<file path="src/rtl/vga_pkg.sv">
// Shared timing constants and bundle types for the VGA path.
// Default 640x480@60 raster, 11-bit counters, 24-bit colour.
package vga_pkg;

  localparam int unsigned VGA_H_VIS  = 640;
  localparam int unsigned VGA_H_FP   = 16;
  localparam int unsigned VGA_H_SYNC = 96;
  localparam int unsigned VGA_H_BP   = 48;
  localparam int unsigned VGA_V_VIS  = 480;
  localparam int unsigned VGA_V_FP   = 10;
  localparam int unsigned VGA_V_SYNC = 2;
  localparam int unsigned VGA_V_BP   = 33;

  typedef logic [10:0] raster_t;

  typedef struct packed {
    logic [7:0] r;
    logic [7:0] g;
    logic [7:0] b;
  } rgb_t;

  typedef struct packed {
    logic hs_n;
    logic vs_n;
    logic de;
  } sync_bundle_t;

  localparam sync_bundle_t SYNC_IDLE = 3'b110;

endpackage

</file>
<file path="src/rtl/vga_sync_delay.sv">
// Shift register of sync bundles, advancing only on pixel ticks.
// Depth 0 is a straight pass-through.
module vga_sync_delay
  import vga_pkg::*;
#(
  parameter int unsigned DEPTH = 2
) (
  input  logic         clk_i,
  input  logic         rst_i,
  input  logic         en_i,
  input  sync_bundle_t d_i,
  output sync_bundle_t q_o
);

  if (DEPTH == 0) begin : g_bypass
    assign q_o = d_i;
  end else begin : g_shift
    sync_bundle_t stage_q [DEPTH];

    always_ff @(posedge clk_i) begin
      if (rst_i) begin
        for (int i = 0; i < DEPTH; i++)
          stage_q[i] <= SYNC_IDLE;
      end else if (en_i) begin
        stage_q[0] <= d_i;
        for (int i = 1; i < DEPTH; i++)
          stage_q[i] <= stage_q[i-1];
      end
    end

    assign q_o = stage_q[DEPTH-1];
  end

endmodule

</file>
<file path="src/rtl/vga_timing_pipe.sv">
// Raster counters, VRAM address issue and sync/colour alignment
// for the DAC-side VGA pins, all in the single Clk domain.
module vga_timing_pipe
  import vga_pkg::*;
#(
  parameter int unsigned H_VIS  = VGA_H_VIS,
  parameter int unsigned H_FP   = VGA_H_FP,
  parameter int unsigned H_SYNC = VGA_H_SYNC,
  parameter int unsigned H_BP   = VGA_H_BP,
  parameter int unsigned V_VIS  = VGA_V_VIS,
  parameter int unsigned V_FP   = VGA_V_FP,
  parameter int unsigned V_SYNC = VGA_V_SYNC,
  parameter int unsigned V_BP   = VGA_V_BP,
  parameter int unsigned RD_LAT = 2
) (
  input  logic        Clk,
  input  logic        Rst,
  output logic [10:0] PixelX,
  output logic [10:0] PixelY,
  output logic        PixelReq,
  input  logic [23:0] PixelData,
  output logic        FrameStart,
  output logic [23:0] VGA_Pixel,
  output logic        VGA_Clk,
  output logic        VGA_sync,
  output logic        VGA_blank,
  output logic        Hsync,
  output logic        Vsync
);

  localparam int unsigned H_TOT = H_VIS + H_FP + H_SYNC + H_BP;
  localparam int unsigned V_TOT = V_VIS + V_FP + V_SYNC + V_BP;

  localparam raster_t H_LAST = raster_t'(H_TOT - 1);
  localparam raster_t V_LAST = raster_t'(V_TOT - 1);
  localparam raster_t H_VR   = raster_t'(H_VIS);
  localparam raster_t V_VR   = raster_t'(V_VIS);
  localparam raster_t HS_BEG = raster_t'(H_VIS + H_FP);
  localparam raster_t HS_END = raster_t'(H_VIS + H_FP + H_SYNC);
  localparam raster_t VS_BEG = raster_t'(V_VIS + V_FP);
  localparam raster_t VS_END = raster_t'(V_VIS + V_FP + V_SYNC);

  logic         pix_ce_q;
  logic         vclk_q;
  logic         fs_q;
  logic         hs_q;
  logic         vs_q;
  logic         blank_q;
  rgb_t         pix_q;
  raster_t      h_q, h_d;
  raster_t      v_q, v_d;
  sync_bundle_t raw;
  sync_bundle_t dly;

  always_comb begin
    h_d = h_q;
    v_d = v_q;
    if (pix_ce_q) begin
      if (h_q == H_LAST) begin
        h_d = '0;
        v_d = (v_q == V_LAST) ? '0 : v_q + raster_t'(1);
      end else begin
        h_d = h_q + raster_t'(1);
      end
    end
  end

  always_comb begin
    raw      = SYNC_IDLE;
    raw.de   = (h_q < H_VR) && (v_q < V_VR);
    raw.hs_n = !((h_q >= HS_BEG) && (h_q < HS_END));
    raw.vs_n = !((v_q >= VS_BEG) && (v_q < VS_END));
  end

  vga_sync_delay #(
    .DEPTH (RD_LAT)
  ) u_dly (
    .clk_i (Clk),
    .rst_i (Rst),
    .en_i  (pix_ce_q),
    .d_i   (raw),
    .q_o   (dly)
  );

  // VGA_Clk mirrors pix_ce: it rises on the Clk edge between ticks.
  always_ff @(posedge Clk) begin
    if (Rst) begin
      pix_ce_q <= 1'b0;
      vclk_q   <= 1'b0;
      fs_q     <= 1'b0;
      h_q      <= '0;
      v_q      <= '0;
      hs_q     <= 1'b1;
      vs_q     <= 1'b1;
      blank_q  <= 1'b0;
      pix_q    <= '0;
    end else begin
      pix_ce_q <= ~pix_ce_q;
      vclk_q   <= ~pix_ce_q;
      fs_q     <= pix_ce_q && (h_q == '0) && (v_q == '0);
      h_q      <= h_d;
      v_q      <= v_d;
      if (pix_ce_q) begin
        hs_q    <= dly.hs_n;
        vs_q    <= dly.vs_n;
        blank_q <= dly.de;
        pix_q   <= dly.de ? rgb_t'(PixelData) : '0;
      end
    end
  end

  assign PixelX     = h_q;
  assign PixelY     = v_q;
  assign PixelReq   = raw.de;
  assign FrameStart = fs_q;
  assign VGA_Pixel  = pix_q;
  assign VGA_Clk    = vclk_q;
  assign VGA_sync   = 1'b0;
  assign VGA_blank  = blank_q;
  assign Hsync      = hs_q;
  assign Vsync      = vs_q;

endmodule

</file>
<file path="config.mk">
export PLATFORM = sky130hd
export DESIGN_NAME = vga_timing_pipe
export DESIGN_NICKNAME = d
export VERILOG_FILES = /design/src/rtl/vga_pkg.sv /design/src/rtl/vga_sync_delay.sv /design/src/rtl/vga_timing_pipe.sv
export SDC_FILE = /design/constraint.sdc
export NUM_CORES = 1
export LEC_CHECK = 0
export ABC_CLOCK_PERIOD_IN_PS = 1820
export CELL_PAD_IN_SITES_DETAIL_PLACEMENT = 1
export CELL_PAD_IN_SITES_GLOBAL_PLACEMENT = 1
export CORE_ASPECT_RATIO = 1.2
export CORE_MARGIN = 2
export CORE_UTILIZATION = 34
export DETAILED_ROUTE_END_ITERATION = 6
export HOLD_SLACK_MARGIN = 0.03
export PLACE_DENSITY = 0.91
export SLEW_MARGIN = 25
export SYNTH_ARGS = -nofsm -noshare
export SYNTH_HDL_FRONTEND = slang
export SYNTH_SLANG_ARGS = --single-unit
</file>
<file path="constraint.sdc">
create_clock -name Clk -period 1.82 [get_ports Clk]
set_input_delay 0.455 -clock Clk [delete_from_list [all_inputs] [get_ports Clk]]
set_output_delay 0.455 -clock Clk [all_outputs]
set_load 0.03 [all_outputs]
</file>
==> reports/results.ini, run 1 <==
[drt]
dr.pass1.iters=4
wirelength_um=7585
drtIter0Drc=76
drc=0
final_antenna_net_count=0
vias_per_cell=5.259
wl_per_cell_um=17.52
vias=2277

[synth]
yosysWarnings=0
ys.flop_type=dfxtp_1
async_flop_share_pct=0
avgSynthCellArea_um2=9.914
synth_seq_area_share_pct=51.34
synth_seq_cells=57
synth_edf_count=6
ys_types=39
syn_nets=266
syn_area_mm2=0.002340
netlist_instances=236

[die]
core.rowCount=33
fp.dieW_um=79.73
coreArea_mm2=0.006730
start_util_pct=34.76
num_io_pins=79
die_y_um=94.87
die_area_mm2=0.007564

[critical_path]
r2r-end=PixelY[8]
endpoint_kind=flip-flop
path_max_fanout=6
worstPathArrival_ns=2.03
worstSetupStartpointType=flip-flop
worstReg2RegStart=PixelX[7]
rr_worst_depth=6
cp.required_ns=2.03
path_class=flip-flop to flip-flop
rrSetupSlack_ns=-0.002

[final_layout]
nets=371
final_common_cell=dfxtp_1
mostFrequentLayoutCells=dfxtp_1, dlygate4sd2_1, buf_4, clkdlybuf4s50_1, a22o_1
seq_area_mm2=0.001215
multi_input_area_mm2=0.001104
area_growth_pct=58.82
fillCellCount=738
drive_gt1_share_pct=21.10
diodes=0

[clock_network]
htreeDepth=3
clockRootBuffer=clkbuf_8
cts.clk_slew.worst_paths_ns=0.07
numCtsBuffers=9
clk_latency_ns=0.34
numClockSinks=57
cts.path.max_buffers=2
cts_tree=built

[timing]
rsz0062_at_grt=yes
fin_crit_ns=1.822
max_freq_ghz=0.5488
fin_ws_ns=-0.002293
maxSlewViolCount=0
hold_violations=0
fin_crit_sh_pct=100.1
setup_viol=1
tns_ns=-0.002293
skew_ns=0.007684

[placed_design]
gp_congestion=0.7904
port_buffers=77
dpl.hpwl_um=5256

[power]
p_per_area_mw_per_mm2=780.1
peakVddDrop_v=0.0004811
leakagePower_nw=1.799
finalPower_mw=2.899

[grt]
antenna_found_initial=0
grt_pass1_vias=2263
grt_overflow=0
grt_start_max_net_pins=26
track_usage_pct=20.28
grt_pass1_wl_um=11740

[min_path]
hold_path_depth=1
worstHoldStart=VGA_blank
min_to=VGA_blank
hp-class=flip-flop to flip-flop

[run_status]
status=finished with violations
violations=setup timing

[run]
maxCapViolations=0

logic make-up after synthesis:
logic type	Yosys count	synth area share, %
AOI/OAI and AO/OA	51	15.72
xor gates and xnor gates	9	3.369
adders and majority gates	4	2.139
buffers and inverters	23	4.011
DFF	57	51.34
other	1	0.1603
and+or+nand+nor	91	23.26
metal layers:
layer  up-vias  GRT usage [%]  share of wire [%]
li1       1076              -                  -
met1      1094          23.96                 41
met2        91          34.87                 49
met3        16          5.641                8.0
met4         0          7.471                2.0
met5         -              0                  0
what timing repair did:
action	CTS	global route
hold buffers	0	0
setup endpoints to repair	34	27
buffers inserted	4	2
resized for setup	42	31
pin swaps	4	4
power by group:
part	leakage [nW]	switching [mW]	total, mW	internal (mW)
sequential	0.468	0.0157	1.31	1.30
combinational	1.21	0.122	0.239	0.116
clock	0.116	0.515	1.35	0.834
total	1.80	0.653	2.90	2.25
state kept, by name, indices dropped and copies added (netlist names):
register	flops
FrameStart	1
Hsync	1
PixelX	11
PixelY	11
VGA_Clk	1
VGA_Pixel	24
VGA_blank	1
Vsync	1
u_dly.g_shift.stage_q	6
how the worst max path moves through the flow:
stage / startpoint / end / slack [ns]
5_1_grt: PixelX[7] / PixelY[3] / -0.07
4_1_cts: PixelX[7] / PixelReq / -0.1
3_3_place_gp: Rst / u_dly.g_shift.stage_q[0][1] / -0.05
2_1_floorplan: PixelX[2] / PixelY[8] / 0.00007
3_5_place_dp: Rst / u_dly.g_shift.stage_q[0][1] / -0.07
6_report: PixelX[7] / PixelY[8] / -0.002
cell usage after synthesis, drive strengths merged, types with 2 or more instances:
cell / n / share of area [%]
nor2b: 5 / 1.3
clkbuf: 10 / 1.6
dfxtp: 51 / 44
nand3: 13 / 2.8
a22o: 24 / 9.0
or4: 3 / 0.96
nand2b: 4 / 1.1
nand4: 10 / 2.7
nor4: 6 / 2.2
or3: 6 / 1.6
and2: 5 / 1.3
a211o: 2 / 0.75
edfxtp: 6 / 7.7
o21ai: 7 / 1.5
xnor2: 5 / 1.9
ha: 4 / 2.1
inv: 8 / 1.3
nor3: 14 / 3.0
nor4b: 2 / 1.0
nand2: 14 / 2.2
xor2: 4 / 1.5
o31ai: 2 / 0.64
a21oi: 13 / 2.8
nor2: 4 / 0.64
buf: 5 / 1.1
critical path, cell delays in order, from the launching register on:
cell and delay, ns:
dfxtp_2 0.33, buf_4 0.14, nor4_4 0.35, nand4b_4 0.21, buf_4 0.20, o31ai_1 0.37, a21oi_2 0.10
per-stage QoR:
step	cells	worst slack, ns	hold slack (ns)	util [%]	area, um^2
after floorplan	236	0.00006606	0.4326	-	2349
after global placement	411	-0.05123	0.4328	50.03	3367
after detailed placement	411	-0.07218	0.4397	50.03	3367
after CTS	431	-0.09775	0.4552	53.58	3606
after global routing	433	-0.06733	0.4829	55.21	3716
final	433	-0.002293	0.4437	55.21	3716
area by class of cell:
class | instances | share of cell area, %
clock buffers | 13 | 5.152
clock inverters | 3 | 1.145
inverters | 8 | 0.8081
multi-input cells | 156 | 29.70
flip-flops and latches | 57 | 32.69
well taps | 87 | 2.929
repair buffers | 109 | 27.58
(Power assumes the default switching activity.)
==> run 2, diff against run 1 <==
ABC_CLOCK_PERIOD_IN_PS = 1800   (was 1820)
CORE_MARGIN = 4   (was 2)
clock period = 1.8 ns   (was 1.82 ns; I/O delays follow)
==> run 2 against run 1 <==
Clock power is 13% lower. Highest routed layer unchanged. Combinational power hardly changed. Total power is 5.2% lower. Die area is 9.4% higher. Critical path type is now flip-flop to output port. Non-clock buffer count is 5 higher. The flow still finishes with violations (setup timing). Cell area is 0.88% lower. Clock skew is 0.00064 ns lower. Wire length is 8.2% higher.
==> reports/results.ini, run 2 (synthesis gave the netlist of run 1 again) <==
[critical_path]
crit_chain=nand4_1, nand2_2, nor4_4, buf_6
worstSetupStartpointType=flip-flop
path_class=flip-flop to output port
crit_family=simple AND/OR/NAND/NOR gates
slowest_stage=dfxtp_1
path_max_fanout=5  ; -1
endpoint_kind=output port
slowest_delay_ns=0.36  ; about the same
cp.required_ns=1.35  ; -0.68 ns
crit_buf_inv=1  ; -1
worstPathArrival_ns=1.53  ; -0.50 ns

[timing]
max_freq_ghz=0.5047
maxSlewViolCount=0  ; unchanged
setup_viol=1  ; unchanged
fin_ws_ns=-0.1815  ; -0.1792 ns
skew_ns=0.007042  ; -0.0006420 ns
fin_crit_sh_pct=110.1
whs_ns=0.4529  ; +0.009178 ns
hold_violations=0  ; unchanged
fin_crit_ns=1.982
rsz0062_at_grt=yes

[run]
maxCapViolations=0  ; unchanged

[grt]
grt_overflow=0  ; unchanged
track_usage_pct=18.63  ; -1.6 points
grt_pass1_wl_um=12130  ; +3.3%
grt_pass1_vias=2250  ; -0.57%
grt_start_max_net_pins=27  ; +3.8%
antenna_found_initial=0  ; unchanged

[final_layout]
utilization_pct=56.10  ; +0.88 points
final_common_cell=dlygate4sd2_1
nets=376  ; +1.3%
area_growth_pct=57.43
drive_gt1_share_pct=22.22  ; +1.1 points
mostFrequentLayoutCells=dlygate4sd2_1, dfxtp_1, buf_4, clkdlybuf4s50_1, a22o_1
diodes=0  ; unchanged
largest_reg_flops=24  ; unchanged
fillCellCount=759  ; +2.8%

[die]
die_y_um=98.87  ; +4.2%
num_io_pins=79  ; unchanged
fp.dieW_um=83.73  ; +5.0%
core.rowCount=32  ; -3.0%
start_util_pct=35.63  ; +0.87 points
coreArea_mm2=0.006566  ; -2.4%
die_area_mm2=0.008278  ; +9.4%

[power]
p_per_area_mw_per_mm2=746.4  ; -4.3%
leakagePower_nw=1.616  ; -10%
finalPower_mw=2.749  ; -5.2%
peakVddDrop_v=0.0004158  ; -14%

[run_status]
status=finished with violations
violations=setup timing

[clock_network]
numClockSinks=57  ; unchanged
clockRootBuffer=clkbuf_8
clk_latency_ns=0.34  ; about the same
htreeDepth=3  ; unchanged
cts-hold-fix-buffers=0  ; unchanged
cts.path.max_buffers=2  ; unchanged
cts.clk_slew.worst_paths_ns=0.07  ; about the same
numCtsBuffers=9  ; unchanged
cts_tree=built

[placed_design]
port_buffers=77  ; unchanged
gp_congestion=0.8074  ; +2.2%
dpl.hpwl_um=5485  ; +4.4%

[drt]
drc=0  ; unchanged
vias=2352  ; +3.3%
dr.pass1.iters=4  ; unchanged
wirelength_um=8205  ; +8.2%
final_antenna_net_count=0  ; unchanged
wl_per_cell_um=18.82  ; +7.4%
vias_per_cell=5.394  ; +2.6%
drtIter0Drc=95  ; +25%

[min_path]
hp-class=flip-flop to flip-flop

## run 2: changes by cell type in the layout (fill, tap and decap cells not counted), moves of 3 or more
cell            change
buf_6               +3
dfxtp_4             +3
dlygate4sd2_1      +17
dlymetal6s2s_1     -16
inv_4               +3
## run 2: repair_timing
item | in CTS | in global routing
buffers inserted | 0 | 10
resized for setup | 53 | 27
endpoints found under the setup margin | 60 | 12
pin swaps | 0 | 9
## run 2: per-layer routing
layer / GRT usage (%) / up-vias / routed length (um)
met5: 0 / - / 0
met4: 7.054 / 0 / 156
met3: 4.682 / 13 / 369
met2: 31.84 / 80 / 4138
met1: 22.53 / 1175 / 3541
li1: - / 1084 / -
## run 2: final cells by class
class	instances	area [um^2]	share of cell area [%]
flip-flops and latches	57	1224	33.22
inverters	8	30.03	0.8152
clock inverters	7	67.56	1.834
repair buffers	114	1027	27.89
clock buffers	9	123.9	3.363
well taps	85	106.4	2.887
multi-input cells	156	1105	29.99
## run 2: worst paths after layout
kind,startpoint,endpoint,slack (ns),cells after the start
max,PixelY[8],PixelReq,-0.18,4
min,VGA_blank,VGA_blank,0.45,1
max reg2reg,PixelX[6],PixelY[5],0.04,4
min reg2reg,VGA_blank,VGA_blank,0.45,1
## run 2: stage by stage
step	worst slack (ns)	area [um^2]	std cells	TNS, ns
2_1_floorplan	0.03939	2350	236	0
3_3_place_gp	-0.07285	3387	410	-0.1038
3_5_place_dp	-0.1245	3387	410	-0.6565
4_1_cts	-0.1818	3532	426	-0.1818
5_1_grt	-0.2565	3684	436	-0.3268
6_report	-0.1815	3684	436	-0.1815
## run 2: where the power goes
part           switching, mW  total (mW)  leakage [nW]  internal [mW]
Combinational          0.125       0.240          1.04          0.115
Clock                  0.547        1.18         0.104          0.638
Sequential            0.0180        1.32         0.469           1.31
## run 2: worst register-to-register path, delay by kind of cell (launching register included)
family,cells,cell delay [ns]
flip-flops,1,0.34
AND/OR/NAND/NOR,3,1.21
AO/OA/AOI/OAI,1,0.13
